<file path="config.mk">
export PLATFORM = sky130hd
export DESIGN_NAME = serial_add_scheduler
export DESIGN_NICKNAME = d
export VERILOG_FILES = /design/src/rtl/serial_add_pkg.sv /design/src/rtl/rr_arbiter.sv /design/src/rtl/serial_add_scheduler.sv
export SDC_FILE = /design/constraint.sdc
export NUM_CORES = 1
export LEC_CHECK = 0
export BUFFER_PORTS_ARGS = -buffer_cell sky130_fd_sc_hd__buf_2
export CORE_UTILIZATION = 46
export CTS_CLUSTER_DIAMETER = 120
export DETAILED_ROUTE_END_ITERATION = 6
export HOLD_SLACK_MARGIN = 0.12
export PLACE_DENSITY = 0.82
export REMOVE_ABC_BUFFERS = 1
export SETUP_SLACK_MARGIN = 0.2
export SYNTH_ARGS = -nofsm -noshare
export SYNTH_HDL_FRONTEND = slang
export SYNTH_HIERARCHICAL = 1
export SYNTH_SLANG_ARGS = --single-unit
</file>
<file path="constraint.sdc">
create_clock -name clk -period 2.2 [get_ports clk]
set_input_delay 0.44 -clock clk [delete_from_list [all_inputs] [get_ports clk]]
set_output_delay 0.44 -clock clk [all_outputs]
set_load 0.1 [all_outputs]
</file>
<file path="src/rtl/serial_add_pkg.sv">
// Shared types and default sizing for the serial-adder scheduler.
// Build option: define SAS_TIMEOUT_EN to enable the WAIT-state abort timer.
package serial_add_pkg;

  // Scheduler FSM states; one operation in flight at a time
  typedef enum logic [1:0] {
    IDLE  = 2'd0,
    ISSUE = 2'd1,
    WAIT  = 2'd2,
    RESP  = 2'd3
  } state_t;

  localparam int unsigned SAS_NUM_REQ = 4;
  localparam int unsigned SAS_WIDTH   = 4;
  localparam int unsigned SAS_TIMEOUT = 15;

endpackage

</file>
<file path="src/rtl/rr_arbiter.sv">
// Combinational round-robin picker.
// Searches upward (with wrap) from last_grant+1 for the first set request bit.
//   req        in   NUM_REQ  request vector
//   last_grant in   IDX_W    index granted most recently (lowest priority now)
//   grant      out  NUM_REQ  one-hot grant, 0 when no request
//   grant_idx  out  IDX_W    index of the granted requester
//   any        out  1        at least one request present
module rr_arbiter #(
  parameter int unsigned NUM_REQ = 4,
  parameter int unsigned IDX_W   = 2
) (
  input  logic [NUM_REQ-1:0] req,
  input  logic [IDX_W-1:0]   last_grant,
  output logic [NUM_REQ-1:0] grant,
  output logic [IDX_W-1:0]   grant_idx,
  output logic               any
);

  // Rotating priority search; the first hit wins
  always_comb begin
    int unsigned j;
    j         = 0;
    grant     = '0;
    grant_idx = '0;
    any       = 1'b0;
    for (int unsigned k = 1; k <= NUM_REQ; k++) begin
      j = (32'(last_grant) + k) % NUM_REQ;
      if (!any && req[IDX_W'(j)]) begin
        any       = 1'b1;
        grant_idx = IDX_W'(j);
      end
    end
    if (any) grant[grant_idx] = 1'b1;
  end

endmodule

</file>
<file path="src/rtl/serial_add_scheduler.sv">
// Shares one bit-serial adder among NUM_REQ requesters using round-robin.
// Flow: IDLE (grant + latch operands) -> ISSUE (add_start pulse) -> WAIT (add_done)
//       -> RESP (one-cycle rsp_valid pulse to the owner) -> IDLE.
// Build option: SAS_TIMEOUT_EN adds a TIMEOUT-cycle WAIT abort that reports rsp_error.
// Ports:
//   clk, reset             clock, asynchronous active-high reset
//   req_valid/req_ready    per-requester handshake (req_ready combinational, one-hot)
//   req_a, req_b           packed operands, requester i at [i*WIDTH +: WIDTH]
//   rsp_valid/rsp_sum      one-hot result pulse and sum (registered)
//   rsp_error              result aborted by timeout (registered, 0 without SAS_TIMEOUT_EN)
//   busy                   scheduler not idle (registered)
//   add_start/add_a/add_b  adder request (registered)
//   add_done/add_sum       adder completion and result
module serial_add_scheduler
  import serial_add_pkg::*;
#(
  parameter int unsigned NUM_REQ = SAS_NUM_REQ,
  parameter int unsigned WIDTH   = SAS_WIDTH,
  parameter int unsigned TIMEOUT = SAS_TIMEOUT
) (
  input  logic                     clk,
  input  logic                     reset,
  input  logic [NUM_REQ-1:0]       req_valid,
  input  logic [NUM_REQ*WIDTH-1:0] req_a,
  input  logic [NUM_REQ*WIDTH-1:0] req_b,
  output logic [NUM_REQ-1:0]       req_ready,
  output logic [NUM_REQ-1:0]       rsp_valid,
  output logic [WIDTH-1:0]         rsp_sum,
  output logic                     rsp_error,
  output logic                     busy,
  output logic                     add_start,
  output logic [WIDTH-1:0]         add_a,
  output logic [WIDTH-1:0]         add_b,
  input  logic                     add_done,
  input  logic [WIDTH-1:0]         add_sum
);

  localparam int unsigned IDX_W = $clog2(NUM_REQ);

  if (NUM_REQ < 2 || NUM_REQ > 8 || TIMEOUT < 1) begin : g_cfg_check
    $error("serial_add_scheduler: NUM_REQ must be 2..8 and TIMEOUT >= 1");
  end

  state_t             state;
  logic [IDX_W-1:0]   last_grant;
  logic [IDX_W-1:0]   owner;

  logic [NUM_REQ-1:0] arb_grant;
  logic [IDX_W-1:0]   arb_idx;
  logic               arb_any;
  logic [WIDTH-1:0]   sel_a;
  logic [WIDTH-1:0]   sel_b;

  rr_arbiter #(
    .NUM_REQ (NUM_REQ),
    .IDX_W   (IDX_W)
  ) u_arb (
    .req        (req_valid),
    .last_grant (last_grant),
    .grant      (arb_grant),
    .grant_idx  (arb_idx),
    .any        (arb_any)
  );

  // Accept only while idle; the arbiter result is the one-hot ready
  assign req_ready = (state == IDLE) ? arb_grant : '0;

  // Operands of the requester being granted this cycle
  assign sel_a = req_a[arb_idx*WIDTH +: WIDTH];
  assign sel_b = req_b[arb_idx*WIDTH +: WIDTH];

`ifdef SAS_TIMEOUT_EN
  localparam int unsigned TMO_W = $clog2(TIMEOUT + 1);
  logic [TMO_W-1:0] wait_cnt;
`else
  assign rsp_error = 1'b0;
`endif

  // Scheduler FSM with registered outputs; pulses default low every cycle
  always_ff @(posedge clk or posedge reset) begin
    if (reset) begin
      state      <= IDLE;
      last_grant <= IDX_W'(NUM_REQ - 1);
      owner      <= '0;
      add_a      <= '0;
      add_b      <= '0;
      add_start  <= 1'b0;
      rsp_valid  <= '0;
      rsp_sum    <= '0;
      busy       <= 1'b0;
`ifdef SAS_TIMEOUT_EN
      rsp_error  <= 1'b0;
      wait_cnt   <= '0;
`endif
    end else begin
      add_start <= 1'b0;
      rsp_valid <= '0;
      rsp_sum   <= '0;
`ifdef SAS_TIMEOUT_EN
      rsp_error <= 1'b0;
`endif
      case (state)
        IDLE: begin
          if (arb_any) begin
            owner     <= arb_idx;
            add_a     <= sel_a;
            add_b     <= sel_b;
            add_start <= 1'b1;
            busy      <= 1'b1;
            state     <= ISSUE;
          end
        end
        ISSUE: begin
`ifdef SAS_TIMEOUT_EN
          wait_cnt <= '0;
`endif
          state <= WAIT;
        end
        WAIT: begin
          // add_done on the expiry cycle still delivers the normal result
          if (add_done) begin
            rsp_valid <= NUM_REQ'(1) << owner;
            rsp_sum   <= add_sum;
            state     <= RESP;
          end
`ifdef SAS_TIMEOUT_EN
          else if (wait_cnt == TMO_W'(TIMEOUT - 1)) begin
            rsp_valid <= NUM_REQ'(1) << owner;
            rsp_error <= 1'b1;
            state     <= RESP;
          end else begin
            wait_cnt <= wait_cnt + TMO_W'(1);
          end
`endif
        end
        RESP: begin
          last_grant <= owner;
          busy       <= 1'b0;
          state      <= IDLE;
        end
        default: state <= IDLE;
      endcase
    end
  end

endmodule
</file>
Word-level counts from Yosys, hierarchy flattened

Cells that the tools add are included.

$add $sub $neg: 4
$lt $le $gt $ge: 6
Equal/unequal tests: 5
Shift-type cells: 3
Muxes and demuxes: 31
Reduce and logical (&&, ||, !) cells: 12

Operator list:

| operator                                                   | number |
|---|---|
| indexed part select 16 x 5 -> 4 bit                        | 2 |
| 2-to-1 mux 4 bit                                           | 6 |
| less-than comparator 2 x 3 -> 1 bit, second input constant | 5 |
| 2-to-1 mux 1 bit                                           | 12 |
| 2-to-1 mux 2 bit                                           | 6 |
| binary-select mux 1 bit (select 2 bit)                     | 4 |
| case mux 2 bit (4 select lines)                            | 1 |
| AND reduction 2 bit                                        | 3 |
| adder 2 x 1 -> 2 bit, second input constant                | 2 |
| adder 2 bit, second input constant                         | 2 |
| == test 2 bit, second input constant                       | 2 |
| logical AND 1 bit                                          | 4 |
| != test 2 bit, second input constant                       | 2 |
| << shifter 1 x 2 -> 4 bit, first input constant            | 1 |
| zero test 1 bit                                            | 3 |
| demux 1 bit (select 2 bit)                                 | 1 |
| == test 2 x 1 -> 1 bit, second input constant              | 1 |
| >= comparator 2 x 1 -> 1 bit, second input constant        | 1 |
| zero test 2 bit                                            | 1 |
| case mux 1 bit (2 select lines)                            | 1 |
| nonzero test 2 bit                                         | 1 |

Register bits after elaboration: 24
Bits of input ports: 43
Output and inout bits: 23
Logic and storage cells: 70

Logic depth before layout (Yosys ltp)

Gate-level depths: netlist of run 1.

Depth in word-level cells: 19
Depth in mapped cells: 8
Depth with buffers taken out: 5

Hierarchy

The synthesis of run 1 kept the hierarchy.

Modules (own cells, without submodules):

| module               | times used | cells an instance | area an instance (um^2) | sequential area each (um^2) |
|---|---|---|---|---|
| serial_add_scheduler | 1          | 105               | 1211.2                  | 603.1 |
| rr_arbiter           | 1          | 34                | 222.7                   | 0.0 |

Worst setup path after synthesis of run 1

OpenSTA, ideal clock, no wires.

Kind: reg-to-output
Start point: register last_grant[1]
End point: output req_ready[1]
Data arrival time: 1.737 ns
Required time: 1.760 ns
Path slack: 0.023 ns
Stages on the path, launching flop included: 6
Path buffers: 1
Path through: dfstp_2 -> buf_4 -> a2bb2oi_1 -> o22ai_1 -> and2_2 -> and2_1

Longest elaborated chain between the ends: 19
Elaborated cells between the ends (all ways): 33
Those cells by class: add/sub (4); order compare (2); mux (20); reduce/logical (7)

RTL lines:

| element                                                                                                          | line                        | text |
|---|---|---|
| start, declared                                                                                                  | serial_add_scheduler.sv:45  | `logic [IDX_W-1:0] last_grant;` |
| start signal, assigned                                                                                           | serial_add_scheduler.sv:83  | `last_grant <= IDX_W'(NUM_REQ - 1);` |
| start signal, assigned                                                                                           | serial_add_scheduler.sv:137 | `last_grant <= owner;` |
| adder 2 x 1 -> 2 bit                                                                                             | rr_arbiter.sv:27            | `j = (32'(last_grant) + k) % NUM_REQ;` |
| binary-select mux 1 bit (select 2 bit)                                                                           | rr_arbiter.sv:28            | `if (!any && req[IDX_W'(j)]) begin` |
| 2-to-1 mux 1 bit (not written as such)                                                                           | rr_arbiter.sv:28            |  |
| 2-to-1 mux 1 bit                                                                                                 | rr_arbiter.sv:28            |  |
| zero test 1 bit                                                                                                  | rr_arbiter.sv:28            |  |
| logical AND 1 bit                                                                                                | rr_arbiter.sv:28            |  |
| 2-to-1 mux 1 bit                                                                                                 | rr_arbiter.sv:28            |  |
| zero test 1 bit                                                                                                  | rr_arbiter.sv:28            |  |
| (+4 left out)                                                                                                    | -                           |  |
| 2-to-1 mux 2 bit                                                                                                 | rr_arbiter.sv:28            |  |
| less-than comparator 2 x 3 -> 1 bit (not written as such) / >= comparator 2 x 1 -> 1 bit (equally long branches) | rr_arbiter.sv:33            | `if (any) grant[grant_idx] = 1'b1;` |
| logical AND 1 bit (not written as such)                                                                          | rr_arbiter.sv:33            |  |
| 2-to-1 mux 1 bit (not written as such)                                                                           | rr_arbiter.sv:33            |  |
| demux 1 bit (select 2 bit)                                                                                       | -                           |  |
| 2-to-1 mux 4 bit *                                                                                               | rr_arbiter.sv:33            |  |
| named net arb_grant[1]                                                                                           | serial_add_scheduler.sv:48  | `logic [NUM_REQ-1:0] arb_grant;` |
| 2-to-1 mux 4 bit *                                                                                               | serial_add_scheduler.sv:66  | `assign req_ready = (state == IDLE) ? arb_grant : '0;` |
| end, declared                                                                                                    | serial_add_scheduler.sv:26  | `output logic [NUM_REQ-1:0] req_ready,` |

The timed path passes the listed nets; every way through them passes the cells marked *. The select of a mux whose other input is x is not followed.

Worst setup path after layout of run 1

Same ends and word-level chain as after synthesis.

==> flow_summary.toml, run 1 <==
[power]
power_frac_comb_pct = 69.4
switching_share_pct = 55.5
power_frac_seq_pct = 23.5
p_switching_mw = 1.80
p_int_mw = 1.44
irDropWorstVdd_mv = 0.918
p_leak_nw = 1.08
p_clk_share_pct = 7.2
powerDensity_nw_per_um2 = 1640
power_mw = 3.24

[routing]
drc_errors = 3
drtPass1Iterations = 6
ant_nets = 0
routed_via_density = 5.65
vias = 1368
finalWirelength_um = 3910
drt-wirelength-per-cell_um = 16.1
drtIter0Drc = 91

[cells_and_area]
antenna_cells = 0
final_cells = 242
nFillCells = 208
post-route-cell-area_um2 = 1980
area_delta_synth_final_pct = 37.9
drive_above_1_share_pct = 47.9
layout.nets = 260

[critical_path]
critPathLaunchType = "flip-flop"
critical_path_required_ns = 1.76
worst_ep_arrival_time_ns = 1.69
crit_path_end_kind = "output pin"
worstSetupPathType = "flip-flop to output pin"
cp_max_fo = 4

[synth]
synthTopCellsByArea = "dfrtp_1 38%, mux2i_1 12%, o221ai_1 4.9%, ha_1 4.4%, nand2_1 3.9%"
yosysSeqAreaShare_pct = 42.1
synth_area_leader_cell = "dfrtp_1"
avgSynthCellArea_um2 = 10.3
async_flop_share_pct = 100
ys.flop_type = "dfrtp_1"
ys_warn_count = 6
synth.distinct_cells = 39
yosysMostFrequentCell = "dfrtp_1"
synth_common_cells = "22 x dfrtp_1, 17 x mux2i_1, 15 x nand2_1, 8 x o221ai_1"
synth_seq_cells = 24
synthCells = 139
synth_edf_count = 0
synth.top_cell.area_share_pct = 38.4
syn_area_um2 = 1430

[timing]
rsz0062_at_grt = "true"
final-hold-violation-count = 0
fmaxAchievable_mhz = 469
min_period_ns = 2.13
setup_slack_ns = 0.0663
finalSetupViolations = 0
fin_skew_ns = 0.00488
finalMaxSlewViolations = 0
finalCritPeriodShare_pct = 97.0
worst_pin_slew_ns = 0.559
hold-worst-slack_ns = 0.142
slew_headroom_pct = 62.7

[clock_tree]
cts_buffer_depth = 2
htreeDepth = 1
tritoncts_num_sinks = 24
numCtsBuffers = 3
hold_buffers = 0
tritoncts = "done"
insertion_delay_ns = 0.32
root_buffer = "clkbuf_4"
clk_pin_slew_ns = 0.13

[grt]
grt_start_max_net_pins = 18
grt_pass1_vias = 1384
gr-total-overflow = 0
grt_pass1_wl_um = 6290
grt_antenna_before_repair = 0
grt_usage_pct = 24.4

[floorplan]
core_area_um2 = 2850
rows = 19
dieWidth_um = 57.8
start_util_pct = 50.3
io_pins = 66
die-height_um = 57.8
die_area_um2 = 3340

[placement]
gp_congestion = 0.807
port_buffers = 64
place_area_um2 = 1800
hpwl_um = 2660
dp_slack_ns = 0.236
dp.cells = 228

[run]
maxCapViolCount = 0

[outcome]
status = "complete, but fails checks"
violations = "DRC"

[hold_path]
holdCritPathClass = "primary input to asynchronous set/reset pin"
## critical path, cell delays in order, from the launching register on
cell       delay, ns
dfstp_2         0.58
buf_6           0.11
a2bb2oi_2       0.04
o22ai_1         0.17
and2_4          0.16
and2_4          0.14
buf_12          0.16
## through the flow
stage                     TNS (ns)  util, %
after floorplan              -8.06        -
after global placement           0     63.2
after detailed placement         0     63.2
after CTS                        0     67.2
after global routing      -0.00824     69.3
final                            0     69.3
## kinds of logic (layout without fill, tap and decap cells)
group	count (synthesis)	after routing	synth area share, %
AO/OA/AOI/OAI	29	29	15.9
adder cells (fa/ha/maj)	5	5	4.36
buffers and inverters	18	90	8.38
flip-flops	24	24	42.1
multiplexers	20	20	14.5
other	1	1	0.262
AND/OR/NAND/NOR	42	42	14.6
## final timing paths
path / startpoint / end / slack (ns) / cells past startpoint
min in group clk: add_sum[2] / rsp_sum[2]$_DFF_PP0_ / 0.34 / 2
max reg2reg: last_grant[1]$_DFFE_PP1P_ / add_b[1]$_DFFE_PP0P_ / 0.29 / 7
min reg2reg: add_b[2]$_DFFE_PP0P_ / add_b[2]$_DFFE_PP0P_ / 0.51 / 2
min: reset / add_a[3]$_DFFE_PP0P_ / 0.14 / 2
max in group asynchronous: reset / busy$_DFFE_PP0P_ / 1.49 / 3
max: last_grant[1]$_DFFE_PP1P_ / req_ready[1] / 0.07 / 6
## registers in the layout, summed over array words and instances, names as in the netlist
| signal | flops |
|---|---|
| add_a | 4 |
| add_b | 4 |
| rsp_sum | 4 |
| rsp_valid | 4 |
| last_grant | 2 |
| owner | 2 |
| state | 2 |
| add_start | 1 |
| busy | 1 |
## cells in the final DEF, fill, tap and decap left out, types with 2 or more instances in the layout
| cell type | instances |
|---|---|
| ha_1 | 5 |
| dfrtp_1 | 22 |
| o21ai_0 | 2 |
| mux2i_1 | 16 |
| o21bai_1 | 2 |
| mux2_2 | 2 |
| o21ai_1 | 3 |
| inv_1 | 7 |
| buf_12 | 5 |
| and2b_1 | 2 |
| nor3_1 | 2 |
| buf_4 | 11 |
| nand2_1 | 15 |
| a21oi_1 | 4 |
| buf_2 | 60 |
| clkbuf_4 | 3 |
| nand3_1 | 2 |
| and3_1 | 4 |
| and2_4 | 4 |
| o221ai_1 | 8 |
| dfstp_2 | 2 |
| nor2_1 | 7 |
## timing repair
item                       4_1_cts  5_1_grt
resized for setup                7        8
pin swaps                        1        3
setup endpoints to repair        4       12
setup buffers                    8        1
gates cloned                     0        1
## power groups by stage
stage	registers, mW	logic, mW	clock network, mW
floorplan	1.54	0.758	0
global placement	0.774	1.92	0
detailed placement	0.793	1.98	0
CTS	0.749	2.14	0.233
global route	0.778	2.37	0.247
finish	0.759	2.25	0.232
## layer usage
layer  vias to the layer above  share of wire (%)  global-route usage (%)
li1                        627                  -                       -
met1                       674                 38                    30.3
met3                        11                4.6                    2.90
met4                         0                3.0                    12.6
met2                        56                 54                    41.9
met5                         -                  0                       0
## cell type report
cell class	instances	area, um2	share of cell area [%]
clock buffer	4	36.3	1.84
tap	31	38.8	1.96
sequential	24	603	30.5
inverter	8	30.0	1.52
multi-input combinational	97	749	37.9
timing repair buffer	78	519	26.3
(Power assumes the default switching activity.)
==> inputs of run 2 (changes only) <==
==> constraint.sdc (replaced) <==
create_clock -name clk -period 2.25 [get_ports clk]
set_input_delay 0.45 -clock clk [delete_from_list [all_inputs] [get_ports clk]]
set_output_delay 0.45 -clock clk [all_outputs]
set_load 0.1 [all_outputs]
==> run 2 against run 1 <==
Effect of this change:
- the flow still finishes with violations (DRC)
- die area is the same
- core utilization is 3.5 points lower
- total power fell by 8.2%
- non-clock buffer count shrank 6
- register-to-register slack about the same
- count of clock-buffer cells in the layout shrank 1
- clock power is 20% lower
- via count decreased by 4.3%
- global-route usage down 2.3 points
- first-iteration DRC count is 19% lower
- largest cell class unchanged
- highest routed layer unchanged
==> flow_summary.toml, run 2 (synthesis results as in run 1) <==
[critical_path]
crit_path_end_kind = "output pin"
critPathLaunchType = "flip-flop"
worstSetupPathType = "flip-flop to output pin"
worst_ep_arrival_time_ns = 1.67
cp_max_fo = 3
critical_path_required_ns = 1.80

[clock_tree]
root_buffer = "clkbuf_4"
numCtsBuffers = 3
clk_pin_slew_ns = 0.12
tritoncts = "done"
insertion_delay_ns = 0.31
cts_buffer_depth = 2
htreeDepth = 1
tritoncts_num_sinks = 24

[outcome]
violations = "DRC"
status = "complete, but fails checks"

[placement]
gp_congestion = 0.798
hpwl_um = 2560
port_buffers = 64

[timing]
finalSetupViolations = 0
tns_ns = 0
finalCritPeriodShare_pct = 94.4
min_period_ns = 2.12
worst_pin_slew_ns = 0.863
fin_skew_ns = 0.00417
slew_headroom_pct = 42.4
fmaxAchievable_mhz = 471
finalMaxSlewViolations = 0
rsz0062_at_grt = "true"
final-hold-violation-count = 0

[hold_path]
holdCritPathClass = "primary input to asynchronous set/reset pin"

[routing]
route.met2.wl_um = 1880
routed_via_density = 5.57
finalWirelength_um = 3430
drtPass1Iterations = 6
ant_nets = 0
vias = 1309
wirelength_met1_um = 1320
top_layer = "met4"
drc_errors = 3
drt-wirelength-per-cell_um = 14.6
wl_met3_um = 145
drtIter0Drc = 74

[run]
maxCapViolCount = 0

[cells_and_area]
antenna_cells = 0
final_cell_mix = "60 x buf_2, 22 x dfrtp_1, 17 x mux2i_1"
drive_above_1_share_pct = 45.6
area_delta_synth_final_pct = 30.9
final_util_pct = 65.8
final_common_cell = "buf_2"
layout.nets = 254

[floorplan]
die-height_um = 57.8
dieWidth_um = 57.8
io_pins = 66
core_area_um2 = 2850
die_area_um2 = 3340
rows = 19
start_util_pct = 50.3

[grt]
grt_usage_pct = 22.1
grt_start_max_net_pins = 25
grt_pass1_wl_um = 5600
gr-total-overflow = 0
grt_antenna_before_repair = 0
grt_pass1_vias = 1308

[power]
powerDensity_nw_per_um2 = 1580
p_leak_nw = 1.03
irDropWorstVdd_mv = 0.773
==> run 2: cell types whose count changed in the layout (fill, tap and decap cells not counted), sizes merged <==
| cell | previous run | this run |
|---|---|---|
| buf | 77 | 72 |
| clkbuf | 5 | 3 |
==> run 2: repair_timing <==
action / 4_1_cts / 5_1_grt
gates resized for setup: 7 / 4
gates cloned: 0 / 0
pin swaps: 0 / 3
setup buffers: 6 / 0
hold buffers: 0 / 0
setup endpoints to repair: 4 / 4
==> run 2: cell type report <==
type / instances / area (um2)
multi-input cells: 97 / 747
repair buffers: 72 / 435
clock buffers: 3 / 22.5
inverters: 8 / 30.0
well taps: 31 / 38.8
fillers: 227 / 976
flip-flops and latches: 24 / 603
==> run 2: worst paths after layout <==
| path | start | slack, ns | depth (start not counted) | end |
|---|---|---|---|---|
| min in group clk | add_sum[2] | 0.36 | 2 | rsp_sum[2]$_DFF_PP0_ |
| worst max register to register | last_grant[1]$_DFFE_PP1P_ | 0.28 | 7 | add_b[3]$_DFFE_PP0P_ |
| worst max-delay path | last_grant[1]$_DFFE_PP1P_ | 0.13 | 5 | req_ready[0] |
| worst min-delay path | reset | 0.29 | 2 | add_a[3]$_DFFE_PP0P_ |
| worst min register to register | add_a[3]$_DFFE_PP0P_ | 0.50 | 2 | add_a[3]$_DFFE_PP0P_ |
| max in group asynchronous | reset | 1.43 | 2 | rsp_sum[2]$_DFF_PP0_ |
==> run 2: per-layer routing <==
metal	GRT usage [%]	vias to the layer above
met3	3.35	9
met1	26.2	641
met4	11.9	0
met5	0	-
met2	38.4	42
li1	-	617
==> run 2: critical path, stage by stage, from the launching register on <==
cell	delay (ns)
dfstp_2	0.58
and2b_1	0.19
nor2_1	0.10
o221a_1	0.18
and2_4	0.15
buf_12	0.16
==> run 2: where the power goes <==
group / internal [mW] / leakage, nW / switching (mW) / total (mW)
clock: 0.0627 / 0.0138 / 0.123 / 0.186
sequential: 0.611 / 0.303 / 0.124 / 0.735
combinational: 0.604 / 0.708 / 1.45 / 2.05
==> run 2: metrics by stage <==
stage	hold slack (ns)	instance area, um2	instances	power, mW	setup WS (ns)
2_1_floorplan	0.440	1340	129	2.25	-0.889
3_3_place_gp	0.469	1780	226	2.60	0.340
3_5_place_dp	0.479	1780	226	2.67	0.267
4_1_cts	0.329	1860	235	2.95	0.133
5_1_grt	0.358	1880	235	3.13	0.0456
6_report	0.289	1880	235	2.97	0.126
